<file path="src/rtl/div_scheduler.sv">
// Time-shared restoring divider behind a two-requester round-robin front end.
// Produces one quotient bit per cycle; the response is held until the consumer accepts it.
module div_scheduler #(
    parameter int unsigned WIDTH = 8
) (
    input  logic             i_clk,
    input  logic             i_rst,
    input  logic             i_req0_valid,
    input  logic [WIDTH-1:0] i_req0_a,
    input  logic [WIDTH-1:0] i_req0_b,
    output logic             o_req0_ready,
    input  logic             i_req1_valid,
    input  logic [WIDTH-1:0] i_req1_a,
    input  logic [WIDTH-1:0] i_req1_b,
    output logic             o_req1_ready,
    output logic             o_resp_valid,
    input  logic             i_resp_ready,
    output logic             o_resp_id,
    output logic [WIDTH-1:0] o_resp_q,
    output logic [WIDTH-1:0] o_resp_r,
    output logic             o_resp_dz
);

    localparam int unsigned CntW = (WIDTH > 2) ? $clog2(WIDTH) : 1;

    typedef enum logic [1:0] {StIdle, StDiv, StDone} state_e;

    state_e            r_state, w_state_d;
    logic              r_last;
    logic [WIDTH-1:0]  r_rem, r_quo, r_b;
    logic [CntW-1:0]   r_cnt;
    logic              r_id, r_dz, r_resp_valid;

    logic              w_idle, w_gnt0, w_gnt1, w_accept, w_fits;
    logic [WIDTH-1:0]  w_sel_a, w_sel_b, w_diff;
    logic [WIDTH:0]    w_shift;

    // r_last == 1 means requester 1 won last, so requester 0 takes the first tie after reset.
    assign w_idle   = (r_state == StIdle) && !i_rst;
    assign w_gnt0   = w_idle && i_req0_valid && (!i_req1_valid || r_last);
    assign w_gnt1   = w_idle && i_req1_valid && (!i_req0_valid || !r_last);
    assign w_accept = w_gnt0 || w_gnt1;
    assign w_sel_a  = w_gnt1 ? i_req1_a : i_req0_a;
    assign w_sel_b  = w_gnt1 ? i_req1_b : i_req0_b;

    assign o_req0_ready = w_gnt0;
    assign o_req1_ready = w_gnt1;

    // Remainder stays below B, so the low WIDTH bits of the difference are exact when it fits.
    assign w_shift = {r_rem, r_quo[WIDTH-1]};
    assign w_fits  = w_shift >= {1'b0, r_b};
    assign w_diff  = w_shift[WIDTH-1:0] - r_b;

    always_comb begin
        w_state_d = r_state;
        unique case (r_state)
            StIdle: begin
                if (w_accept) begin
                    w_state_d = (w_sel_b == '0) ? StDone : StDiv;
                end
            end
            StDiv: begin
                if (r_cnt == '0) begin
                    w_state_d = StDone;
                end
            end
            StDone: begin
                if (i_resp_ready) begin
                    w_state_d = StIdle;
                end
            end
            default: w_state_d = StIdle;
        endcase
    end

    always_ff @(posedge i_clk) begin
        if (i_rst) begin
            r_state      <= StIdle;
            r_last       <= 1'b1;
            r_rem        <= '0;
            r_quo        <= '0;
            r_b          <= '0;
            r_cnt        <= '0;
            r_id         <= 1'b0;
            r_dz         <= 1'b0;
            r_resp_valid <= 1'b0;
        end else begin
            r_state      <= w_state_d;
            r_resp_valid <= (w_state_d == StDone);
            if (w_accept) begin
                r_last <= w_gnt1;
                r_id   <= w_gnt1;
                r_b    <= w_sel_b;
                if (w_sel_b == '0) begin
                    r_quo <= '1;
                    r_rem <= w_sel_a;
                    r_dz  <= 1'b1;
                end else begin
                    r_quo <= w_sel_a;
                    r_rem <= '0;
                    r_dz  <= 1'b0;
                    r_cnt <= CntW'(WIDTH - 1);
                end
            end else if (r_state == StDiv) begin
                r_rem <= w_fits ? w_diff : w_shift[WIDTH-1:0];
                r_quo <= {r_quo[WIDTH-2:0], w_fits};
                r_cnt <= r_cnt - CntW'(1);
            end
        end
    end

    assign o_resp_valid = r_resp_valid;
    assign o_resp_id    = r_id;
    assign o_resp_q     = r_quo;
    assign o_resp_r     = r_rem;
    assign o_resp_dz    = r_dz;

endmodule

</file>
<file path="config.mk">
export PLATFORM = sky130hd
export DESIGN_NAME = div_scheduler
export DESIGN_NICKNAME = d
export VERILOG_FILES = /design/src/rtl/div_scheduler.sv
export SDC_FILE = /design/constraint.sdc
export NUM_CORES = 1
export LEC_CHECK = 0
export BUFFER_PORTS_ARGS = -buffer_cell sky130_fd_sc_hd__buf_2
export CELL_PAD_IN_SITES_DETAIL_PLACEMENT = 0
export CELL_PAD_IN_SITES_GLOBAL_PLACEMENT = 2
export CORE_MARGIN = 3
export CORE_UTILIZATION = 25
export DETAILED_ROUTE_END_ITERATION = 16
export PLACE_DENSITY = 0.76
export SETUP_SLACK_MARGIN = 0.2
export SLEW_MARGIN = 30
export SYNTH_ARGS = -nofsm -noshare
export SYNTH_HDL_FRONTEND = slang
export SYNTH_SLANG_ARGS = --single-unit
</file>
<file path="constraint.sdc">
create_clock -name i_clk -period 1.89 [get_ports i_clk]
set_input_delay 0.0945 -clock i_clk [delete_from_list [all_inputs] [get_ports i_clk]]
set_output_delay 0.0945 -clock i_clk [all_outputs]
set_load 0.01 [all_outputs]
</file>
==> impl_metrics.py, run 1 <==
metrics = {
    "synthesis": {
        "mappedNetlistArea_um2": 2090,
        "synthesis.nets": 300,
        "synthMostInstantiatedCell": "sky130_fd_sc_hd__nor2_1",
        "cells_taking_the_most_area_after_synthesis": "sky130_fd_sc_hd__dfxtp_1 32%, sky130_fd_sc_hd__mux2i_1 7.2%, sky130_fd_sc_hd__nor2_1 6.3%",
        "synth_area_leader_cell": "sky130_fd_sc_hd__dfxtp_1",
        "synthTopCellsByCount": "35 x sky130_fd_sc_hd__nor2_1, 33 x sky130_fd_sc_hd__dfxtp_1, 22 x sky130_fd_sc_hd__nand2_1",
        "yosysWarningCount": 0,
        "number_of_storage_elements_in_the_synthesis_netlist": 33,
        "synth_top_flop_cell": "sky130_fd_sc_hd__dfxtp_1",
        "synthDominantCellAreaShare_pct": 31.5,
        "ys_async_sr_fraction_pct": 0,
        "postSynthCellCount": 252,
        "synth-edff-count": 0,
        "netlist-cell-type-count": 50,
        "yosysSeqAreaShare_pct": 31.5,
        "synthesis.area_per_instance_um2": 8.31,
    },
    "cells_and_area": {
        "final_net_count": 393,
        "diodes": 0,
        "layout-drive-gt1-share_pct": 41.9,
        "num-fill-cells": 864,
        "post_route_cell_area_um2": 3020,
        "final_core_util_pct": 38.1,
        "synthToLayoutAreaGrowth_pct": 44.2,
        "final_instance_count_without_filler_cells": 448,
    },
    "clocking": {
        "latest_clock_arrival_within_the_worst_skew_pair_ns": 0.30,
        "cts_made_buffers": 5,
        "cts_tree": "yes",
        "ctsLongestPathBuffers": 2,
        "clkSinkCount": 33,
        "clock_pin_slew_worst_setup_and_hold_paths_ns": 0.08,
        "ctsHtreeMaxLevel": 2,
        "clock_tree.root_cell": "sky130_fd_sc_hd__clkbuf_8",
    },
    "drt": {
        "drt_first_iter_violations": 115,
        "via_count": 2201,
        "vias_per_cell": 4.91,
        "number_of_nets_with_antenna_violations_after_routing": 0,
        "first_pass_iters": 4,
        "totalWireLength_um": 6740,
        "drc_errors": 0,
        "post_drt_wl_per_cell_um": 15.0,
    },
    "floorplan": {
        "rows": 32,
        "start_util_pct": 26.4,
        "die_ht_um": 97.5,
        "die_x_um": 97.5,
        "ioPinCount": 58,
        "floorplan.core_area_um2": 7930,
        "die_area_um2": 9510,
    },
    "timing": {
        "layout_setup_ws_ns": 0.0162,
        "tightest_pin_transition_ns": 0.472,
        "fin_crit_ns": 1.87,
        "setup_viol": 0,
        "max_clock_freq_mhz": 534,
        "finalMaxSlewViolations": 0,
        "clock_skew_ns": 0.00465,
        "setup_repair_after_global_routing_missed_its_margin": "true",
        "slew_headroom_pct": 67.7,
        "final_min_period_over_clock_period_pct": 99.1,
        "timing_hold_violations_final": 0,
    },
    "pwr": {
        "vdd_ir_drop_max_mv": 0.308,
        "pwr-share-comb_pct": 50.0,
        "overall_power_consumption_mw": 2.83,
        "cellLeakagePower_nw": 1.37,
        "sw_frac_of_total_pct": 37.3,
        "internal-power_mw": 1.78,
        "power-per-cell-area_nw_per_um2": 938,
        "part_of_the_power_in_registers_pct": 30.2,
        "p_sw_mw": 1.06,
        "p_clk_share_pct": 19.8,
    },
    "global_routing": {
        "global_route.usage.total_pct": 14.2,
        "grt_pass1_vias": 2141,
        "antenna_found_initial": 0,
        "largest_net_degree_at_the_start_of_global_routing": 36,
        "global_route.usage.met1_pct": 19.3,
        "grt_most_used_layer": "met2",
        "use_met2_pct": 21.8,
        "global_route.usage.met3_pct": 3.73,
        "grt_first_pass_wirelength_um": 10800,
        "globalRouteOverflowTotal": 0,
    },
    "setup_path": {
        "critical_path_arrival_ns": 2.10,
        "critical_path.reg2reg.endpoint": "o_resp_r[7]",
        "crit_path_start_kind": "flip-flop",
        "r2r_setup_slack_ns": 0.02,
        "worst-path-max-fanout": 5,
        "worst_r2r_startpoint": "o_resp_q[7]",
        "req_time_crit_path_ns": 2.12,
        "path_class": "reg -> reg",
        "timing.critical_path.to_type": "flip-flop",
        "ff2ff_path_depth": 10,
    },
    "hold_path": {
        "worstHoldPathType": "in -> reg",
        "hold_path_startpoint": "i_req0_b[5]",
        "min_delay_path_depth": 3,
        "hold_critical_path_endpoint": "r_b[5]",
    },
    "placed_design": {
        "post-place-ws_ns": -0.148,
        "placement.cell_area_um2": 2740,
        "dp.cells": 430,
        "detailed_place_hpwl_um": 5130,
        "io_buffer_count": 57,
        "place_congestion": 0.766,
    },
    "job": {
        "max_cap_viol_count": 0,
    },
    "outcome": {
        "outcome": "complete, no violations",
    },
}
==> cells in the final DEF (no fill, tap or decap), types with 3 or more instances in the layout <==
master,instances
sky130_fd_sc_hd__buf_2,57
sky130_fd_sc_hd__buf_4,35
sky130_fd_sc_hd__nor2_1,33
sky130_fd_sc_hd__dfxtp_1,25
sky130_fd_sc_hd__nand2_1,22
sky130_fd_sc_hd__nor3_1,18
sky130_fd_sc_hd__mux2i_1,15
sky130_fd_sc_hd__inv_1,12
sky130_fd_sc_hd__a311oi_1,8
sky130_fd_sc_hd__a21oi_1,8
sky130_fd_sc_hd__dfxtp_2,8
sky130_fd_sc_hd__o21ai_0,6
sky130_fd_sc_hd__buf_6,6
sky130_fd_sc_hd__nor4_1,5
sky130_fd_sc_hd__ha_1,5
sky130_fd_sc_hd__clkbuf_8,5
sky130_fd_sc_hd__nand2b_1,4
sky130_fd_sc_hd__a21o_1,4
sky130_fd_sc_hd__a2111oi_0,4
sky130_fd_sc_hd__a2111oi_1,4
sky130_fd_sc_hd__ha_4,4
sky130_fd_sc_hd__a211oi_1,3
sky130_fd_sc_hd__o21ai_2,3
sky130_fd_sc_hd__xnor2_1,3
==> routing by layer <==
| metal | vias up | part of all wire (%) |
|---|---|---|
| met2 | 52 | 46 |
| met3 | 6 | 3.9 |
| met4 | 0 | 1.3 |
| li1 | 1106 | - |
| met1 | 1037 | 48 |
| met5 | - | 0 |
==> worst max path at each step <==
| stage | from | endpoint |
|---|---|---|
| floorplan | o_resp_q[7] | o_resp_r[3] |
| global placement | r_state[1] | o_resp_q[7] |
| detailed placement | r_state[1] | o_resp_q[7] |
| CTS | o_resp_q[7] | o_resp_r[0] |
| global route | o_resp_q[7] | o_resp_r[7] |
| finish | o_resp_q[7] | o_resp_r[7] |
==> power by group through the flow <==
stage / Combinational [mW] / Clock (mW) / Sequential, mW
after CTS: 1.29 / 0.572 / 0.859
after detailed placement: 1.19 / 0 / 0.870
final: 1.42 / 0.560 / 0.856
after global placement: 1.19 / 0 / 0.867
after global routing: 1.54 / 0.604 / 0.869
after floorplan: 0.735 / 0 / 0.894
==> sequential cells by signal, indices dropped and copies added (netlist names) <==
register	count
o_resp_valid	1
r_b	8
o_resp_q	8
r_state	2
r_last	1
r_cnt	3
o_resp_id	1
o_resp_dz	1
o_resp_r	8
==> critical path: stages, from the launching register on <==
cell	delay, ns
sky130_fd_sc_hd__dfxtp_2	0.34
sky130_fd_sc_hd__inv_2	0.04
sky130_fd_sc_hd__ha_4	0.20
sky130_fd_sc_hd__or2b_1	0.23
sky130_fd_sc_hd__a21oi_2	0.15
sky130_fd_sc_hd__o21ai_2	0.08
sky130_fd_sc_hd__a41oi_4	0.22
sky130_fd_sc_hd__buf_4	0.17
sky130_fd_sc_hd__buf_6	0.08
sky130_fd_sc_hd__a21oi_1	0.07
sky130_fd_sc_hd__a211oi_2	0.21
==> per-stage QoR <==
step	TNS, ns	hold slack, ns
6_report	0	0.0638
3_5_place_dp	-0.336	0.379
3_3_place_gp	-0.150	0.379
2_1_floorplan	0	0.253
5_1_grt	-0.723	0.0757
4_1_cts	-0.0468	0.0629
==> cell families after synthesis <==
logic type / share of synthesized area, %
adders and majority gates: 6.93
AOI/OAI and AO/OA: 23.4
and+or+nand+nor: 22.0
xor gates and xnor gates: 1.67
buffers and inverters: 6.63
muxes: 7.88
DFF: 31.5
==> cell type report <==
| class | instances | area, µm² | area share (%) |
|---|---|---|---|
| clock inverter | 3 | 17.5 | 0.580 |
| timing repair buffer | 101 | 681 | 22.5 |
| inverter | 16 | 62.6 | 2.07 |
| sequential | 33 | 671 | 22.2 |
| multi-input combinational | 188 | 1390 | 46.1 |
| clock buffer | 5 | 68.8 | 2.28 |
| tap | 102 | 128 | 4.23 |
==> timing repair <==
| item | 4_1_cts | 5_1_grt |
|---|---|---|
| gates resized for setup | 15 | 13 |
| buffers inserted | 4 | 5 |
| pin swaps | 5 | 5 |
| hold buffers | 0 | 0 |
| setup endpoints to repair | 19 | 22 |
| cloned | 0 | 1 |
(Power assumes the default switching activity.)
==> run 2: changes to the inputs <==
- CORE_UTILIZATION: 25 -> 27
- PLACE_DENSITY: 0.76 -> 0.81
==> run 2 against run 1 <==
Compared with the run above: largest cell class unchanged; critical path type unchanged; final cell count fell by 1.1%; clock skew up 0.00085 ns; largest power group unchanged; setup slack worse by 0.0094 ns; register-to-register slack about the same; combinational power about the same; cell area is 4.0% higher; count of clock-buffer cells in the layout grew 1; maximum frequency down 0.50%.
==> impl_metrics.py, run 2 (synthesis gave the netlist of run 1 again) <==
metrics = {
    "outcome": {
        "outcome": "complete, no violations",
    },
    "global_routing": {
        "global_route.usage.met3_pct": 3.21,
        "grt_first_pass_wirelength_um": 10500,
        "largest_net_degree_at_the_start_of_global_routing": 36,
        "use_met2_pct": 24.1,
        "globalRouteOverflowTotal": 0,
        "grt_pass1_vias": 2152,
        "grt_most_used_layer": "met2",
        "global_route.usage.total_pct": 15.1,
        "antenna_found_initial": 0,
        "global_route.usage.met1_pct": 20.1,
    },
    "clocking": {
        "ctsLongestPathBuffers": 2,
        "ctsHtreeMaxLevel": 2,
        "cts_made_buffers": 5,
        "clock_pin_slew_worst_setup_and_hold_paths_ns": 0.07,
        "clkSinkCount": 33,
        "cts_tree": "yes",
        "latest_clock_arrival_within_the_worst_skew_pair_ns": 0.29,
        "clock_tree.root_cell": "sky130_fd_sc_hd__clkbuf_8",
    },
    "timing": {
        "max_clock_freq_mhz": 531,
        "timing.setup.tns_ns": 0,
        "finalMaxSlewViolations": 0,
        "fin_hold_ws_ns": 0.0660,
        "layout_setup_ws_ns": 0.00677,
        "setup_repair_after_global_routing_missed_its_margin": "true",
        "setup_viol": 0,
        "final_min_period_over_clock_period_pct": 99.6,
        "fin_crit_ns": 1.88,
        "clock_skew_ns": 0.00551,
        "timing_hold_violations_final": 0,
        "tightest_pin_transition_ns": 0.449,
        "slew_headroom_pct": 70.1,
    },
    "floorplan": {
        "ioPinCount": 58,
        "floorplan.core_area_um2": 7370,
        "die_ht_um": 94.1,
        "start_util_pct": 28.4,
        "rows": 31,
        "die_area_um2": 8850,
        "die_x_um": 94.1,
    },
    "cells_and_area": {
        "layout-drive-gt1-share_pct": 44.8,
        "diodes": 0,
        "num-fill-cells": 766,
        "final_core_util_pct": 42.6,
        "layout.cells.most_common_list": "57 x sky130_fd_sc_hd__buf_2, 35 x sky130_fd_sc_hd__buf_4, 34 x sky130_fd_sc_hd__nor2_1",
        "final_net_count": 391,
        "synthToLayoutAreaGrowth_pct": 50.0,
        "layout_commonest_cell": "sky130_fd_sc_hd__buf_2",
    },
    "drt": {
        "totalWireLength_um": 6700,
        "post_drt_wl_per_cell_um": 15.1,
        "number_of_nets_with_antenna_violations_after_routing": 0,
        "first_pass_iters": 4,
        "vias_per_cell": 4.96,
        "drc_errors": 0,
        "drt_first_iter_violations": 84,
        "via_count": 2196,
    },
    "setup_path": {
        "crit_path_start_kind": "flip-flop",
        "timing.critical_path.to_type": "flip-flop",
        "path_class": "reg -> reg",
        "req_time_crit_path_ns": 2.07,
        "critical_path_arrival_ns": 2.07,
        "worst-path-max-fanout": 3,
        "r2r_setup_slack_ns": 0.007,
    },
    "pwr": {
        "pwr-share-comb_pct": 47.8,
        "part_of_the_power_in_registers_pct": 28.6,
        "sw_frac_of_total_pct": 35.8,
        "internal-power_mw": 1.94,
        "vdd_ir_drop_max_mv": 0.266,
        "cellLeakagePower_nw": 1.38,
        "overall_power_consumption_mw": 3.01,
        "p_clk_share_pct": 23.6,
        "p_sw_mw": 1.08,
        "power-per-cell-area_nw_per_um2": 959,
    },
    "job": {
        "max_cap_viol_count": 0,
    },
    "placed_design": {
        "place_congestion": 0.793,
        "detailed_place_hpwl_um": 4930,
        "io_buffer_count": 57,
        "post-place-ws_ns": -0.0707,
    },
    "hold_path": {
        "worstHoldPathType": "in -> reg",
    },
}
-- run 2: cell types whose count changed in the layout (fill, tap and decap cells not counted), sizes merged --
cell    before  now
buf        100   97
a41oi        1    2
bufinv       0    1
clkbuf       6    7
clkinv       3    2
inv         15   14
-- run 2: final timing paths --
path                     from           to  depth (start not counted)
hold / removal    i_req0_b[4]       r_b[4]                          3
setup / recovery  o_resp_q[7]  o_resp_r[6]                          9
hold reg to reg     o_resp_id    o_resp_id                          2
setup reg to reg  o_resp_q[7]  o_resp_r[6]                          9
-- run 2: stage by stage --
stage	cell area [µm²]	std cells
5_1_grt	3140	443
4_1_cts	2990	440
3_3_place_gp	2720	425
2_1_floorplan	2130	252
6_report	3140	443
3_5_place_dp	2720	425
-- run 2: per-layer routing --
layer | part of all wire, % | vias to the layer above
li1 | - | 1108
met1 | 47 | 1032
met2 | 47 | 47
met3 | 4.1 | 9
met4 | 1.5 | 0
met5 | 0 | -
-- run 2: what timing repair did --
item | CTS | global route
pin swaps | 11 | 7
gates cloned | 1 | 1
setup buffers | 6 | 2
endpoints found under the setup margin | 16 | 19
resized for setup | 18 | 28
hold buffers | 0 | 0
-- run 2: worst max-delay path: stages, from the launching register on --
cell,delay [ns]
sky130_fd_sc_hd__dfxtp_2,0.33
sky130_fd_sc_hd__inv_2,0.05
sky130_fd_sc_hd__ha_4,0.21
sky130_fd_sc_hd__or2b_1,0.23
sky130_fd_sc_hd__a21oi_2,0.19
sky130_fd_sc_hd__o21ai_4,0.09
sky130_fd_sc_hd__a41oi_4,0.20
sky130_fd_sc_hd__buf_4,0.15
sky130_fd_sc_hd__nand2_1,0.06
sky130_fd_sc_hd__o221a_2,0.27
-- run 2: cell type report --
type	count	area [µm²]	share of cell area (%)
clock inverter	2	37.5	1.19
clock buffer	6	82.6	2.63
sequential	33	672	21.4
tap	99	124	3.94
multi-input combinational	189	1510	48.2
timing repair buffer	98	647	20.6
inverter	16	65.1	2.07
-- run 2: power by group through the flow --
stage | sequential (mW) | clock [mW] | combinational (mW)
floorplan | 0.894 | 0 | 0.735
global placement | 0.863 | 0 | 1.18
detailed placement | 0.868 | 0 | 1.18
CTS | 0.857 | 0.732 | 1.36
global route | 0.872 | 0.762 | 1.58
finish | 0.861 | 0.710 | 1.44
==> run 3: changes to the inputs <==
- PLACE_DENSITY: 0.81 -> not set
- PLACE_DENSITY_LB_ADDON: not set -> 0.15
==> run 3 against run 2 <==
Compared with the run above: flip-flop and latch count did not move; sequential share of layout area is 0.70 points higher; combinational power down 3%; wire length down 0.97%.
==> impl_metrics.py, run 3 (synthesis gave the netlist of run 1 again) <==
metrics = {
    "cells_and_area": {
        "diodes": 0,
        "final_net_count": 393,
        "final_core_util_pct": 41.3,
        "layout.cells.most_common_list": "57 x sky130_fd_sc_hd__buf_2, 37 x sky130_fd_sc_hd__buf_4, 33 x sky130_fd_sc_hd__nor2_1",
        "num-fill-cells": 802,
        "regArea_um2": 672,
        "multi_input_comb_area_um2": 1470,
        "layout-drive-gt1-share_pct": 44.5,
        "synthToLayoutAreaGrowth_pct": 45.2,
        "layout_commonest_cell": "sky130_fd_sc_hd__buf_2",
        "final_instance_count_without_filler_cells": 445,
    },
    "timing": {
        "setup_repair_after_global_routing_missed_its_margin": "true",
        "fin_crit_ns": 1.86,
        "finalMaxSlewViolations": 0,
        "tightest_pin_transition_ns": 0.408,
        "max_clock_freq_mhz": 538,
        "timing_hold_violations_final": 0,
        "slew_headroom_pct": 72.1,
        "final_min_period_over_clock_period_pct": 98.4,
        "clock_skew_ns": 0.00853,
        "setup_viol": 0,
    },
    "drt": {
        "vias_per_cell": 4.91,
        "totalWireLength_um": 6640,
        "drc_errors": 0,
        "first_pass_iters": 4,
        "post_drt_wl_per_cell_um": 14.9,
        "via_count": 2186,
        "drt_first_iter_violations": 97,
        "number_of_nets_with_antenna_violations_after_routing": 0,
    },
    "floorplan": {
        "die_x_um": 94.1,
        "die_area_um2": 8850,
        "die_ht_um": 94.1,
        "start_util_pct": 28.4,
        "floorplan.core_area_um2": 7370,
        "rows": 31,
        "ioPinCount": 58,
    },
    "global_routing": {
        "globalRouteOverflowTotal": 0,
        "grt_pass1_vias": 2115,
        "grt_most_used_layer": "met2",
        "antenna_found_initial": 0,
        "grt_first_pass_wirelength_um": 10700,
        "use_met2_pct": 24.0,
        "largest_net_degree_at_the_start_of_global_routing": 36,
        "global_route.usage.met1_pct": 21.8,
        "global_route.usage.total_pct": 15.5,
        "global_route.usage.met3_pct": 3.21,
    },
    "setup_path": {
        "crit_path_start_kind": "flip-flop",
        "r2r_setup_slack_ns": 0.03,
        "critPathTopFamily": "compound AO/OA/AOI/OAI gates",
        "setup.worst_path.end": "o_resp_r[6]",
        "slowest_delay_ns": 0.34,
        "critical_path.reg2reg.endpoint": "o_resp_r[6]",
        "worst-path-max-fanout": 4,
        "crit_chain": "inv_2 > ha_4 > or2b_1 > a21oi_2 > o21ai_4 > a41oi_4 > buf_4 > nand2_1 > o221a_2",
        "path_class": "reg -> reg",
        "critical_path_depth": 9,
        "critical_path.startpoint": "o_resp_q[7]",
        "timing.critical_path.to_type": "flip-flop",
        "ff2ff_path_depth": 9,
        "critical_path_buf_inv_count": 2,
        "worst_r2r_startpoint": "o_resp_q[7]",
        "req_time_crit_path_ns": 2.07,
        "critical_path_arrival_ns": 2.04,
        "crit_path_top_delay_cell": "sky130_fd_sc_hd__dfxtp_2",
    },
    "clocking": {
        "ctsHtreeMaxLevel": 2,
        "cts_made_buffers": 5,
        "ctsLongestPathBuffers": 2,
        "clock_tree.root_cell": "sky130_fd_sc_hd__clkbuf_8",
        "cts_tree": "yes",
        "clkSinkCount": 33,
        "clock_pin_slew_worst_setup_and_hold_paths_ns": 0.07,
        "latest_clock_arrival_within_the_worst_skew_pair_ns": 0.29,
    },
    "outcome": {
        "outcome": "complete, no violations",
    },
    "placed_design": {
        "io_buffer_count": 57,
        "place_congestion": 0.771,
        "detailed_place_hpwl_um": 5120,
        "dp.cells": 427,
    },
    "pwr": {
        "vdd_ir_drop_max_mv": 0.285,
        "cellLeakagePower_nw": 1.36,
        "power-per-cell-area_nw_per_um2": 921,
    },
    "job": {
        "max_cap_viol_count": 0,
    },
    "hold_path": {
        "worstHoldPathType": "in -> reg",
    },
}
run 3: per-layer routing:
metal | share of wire [%] | vias up
li1 | - | 1109
met1 | 48 | 1027
met2 | 46 | 43
met3 | 4.3 | 7
met4 | 0.98 | 0
met5 | 0 | -
run 3: how the worst min path moves through the flow:
stage,slack [ns],startpoint,cells past startpoint,to
after floorplan,0.25,i_req0_b[0],2,r_b[0]
after detailed placement,0.38,i_req0_b[5],3,r_b[5]
final,0.07,i_req0_b[2],3,r_b[2]
after global placement,0.38,i_req0_b[6],3,r_b[6]
after global routing,0.07,i_req0_b[6],3,r_b[6]
after CTS,0.07,i_req0_b[5],3,r_b[5]
run 3: power breakdown:
| group | internal [mW] | total [mW] | switching (mW) |
|---|---|---|---|
| clock | 0.256 | 0.535 | 0.279 |
| sequential | 0.791 | 0.863 | 0.0712 |
| combinational | 0.698 | 1.40 | 0.706 |
| total | 1.74 | 2.80 | 1.06 |
run 3: layout make-up:
type                       count  share of cell area, %
sequential                    33                   22.1
multi-input combinational    189                   48.3
clock inverter                 2                  0.329
tap                           99                   4.07
clock buffer                   6                   2.39
inverter                      16                   2.06
timing repair buffer         100                   20.7
run 3: what timing repair did:
item | 4_1_cts | 5_1_grt
buffers inserted | 2 | 7
hold buffers | 0 | 0
cloned | 1 | 0
resized for setup | 14 | 29
endpoints found under the setup margin | 16 | 21
pin swaps | 5 | 15
run 3: worst min-delay path, stage by stage:
cell                       delay (ns)
sky130_fd_sc_hd__buf_2           0.10
sky130_fd_sc_hd__nand2_1         0.05
sky130_fd_sc_hd__a311oi_1        0.07
run 3: metrics by stage:
step	hold slack [ns]	setup TNS [ns]	area (µm²)	total power, mW	setup WS, ns
5_1_grt	0.0681	-0.182	3040	3.00	-0.0571
2_1_floorplan	0.253	0	2130	1.63	0.0545
4_1_cts	0.0699	0	2870	2.68	0.00485
6_report	0.0697	0	3040	2.80	0.0310
3_3_place_gp	0.378	-0.0139	2710	2.07	-0.0129
3_5_place_dp	0.383	-0.154	2710	2.07	-0.0560
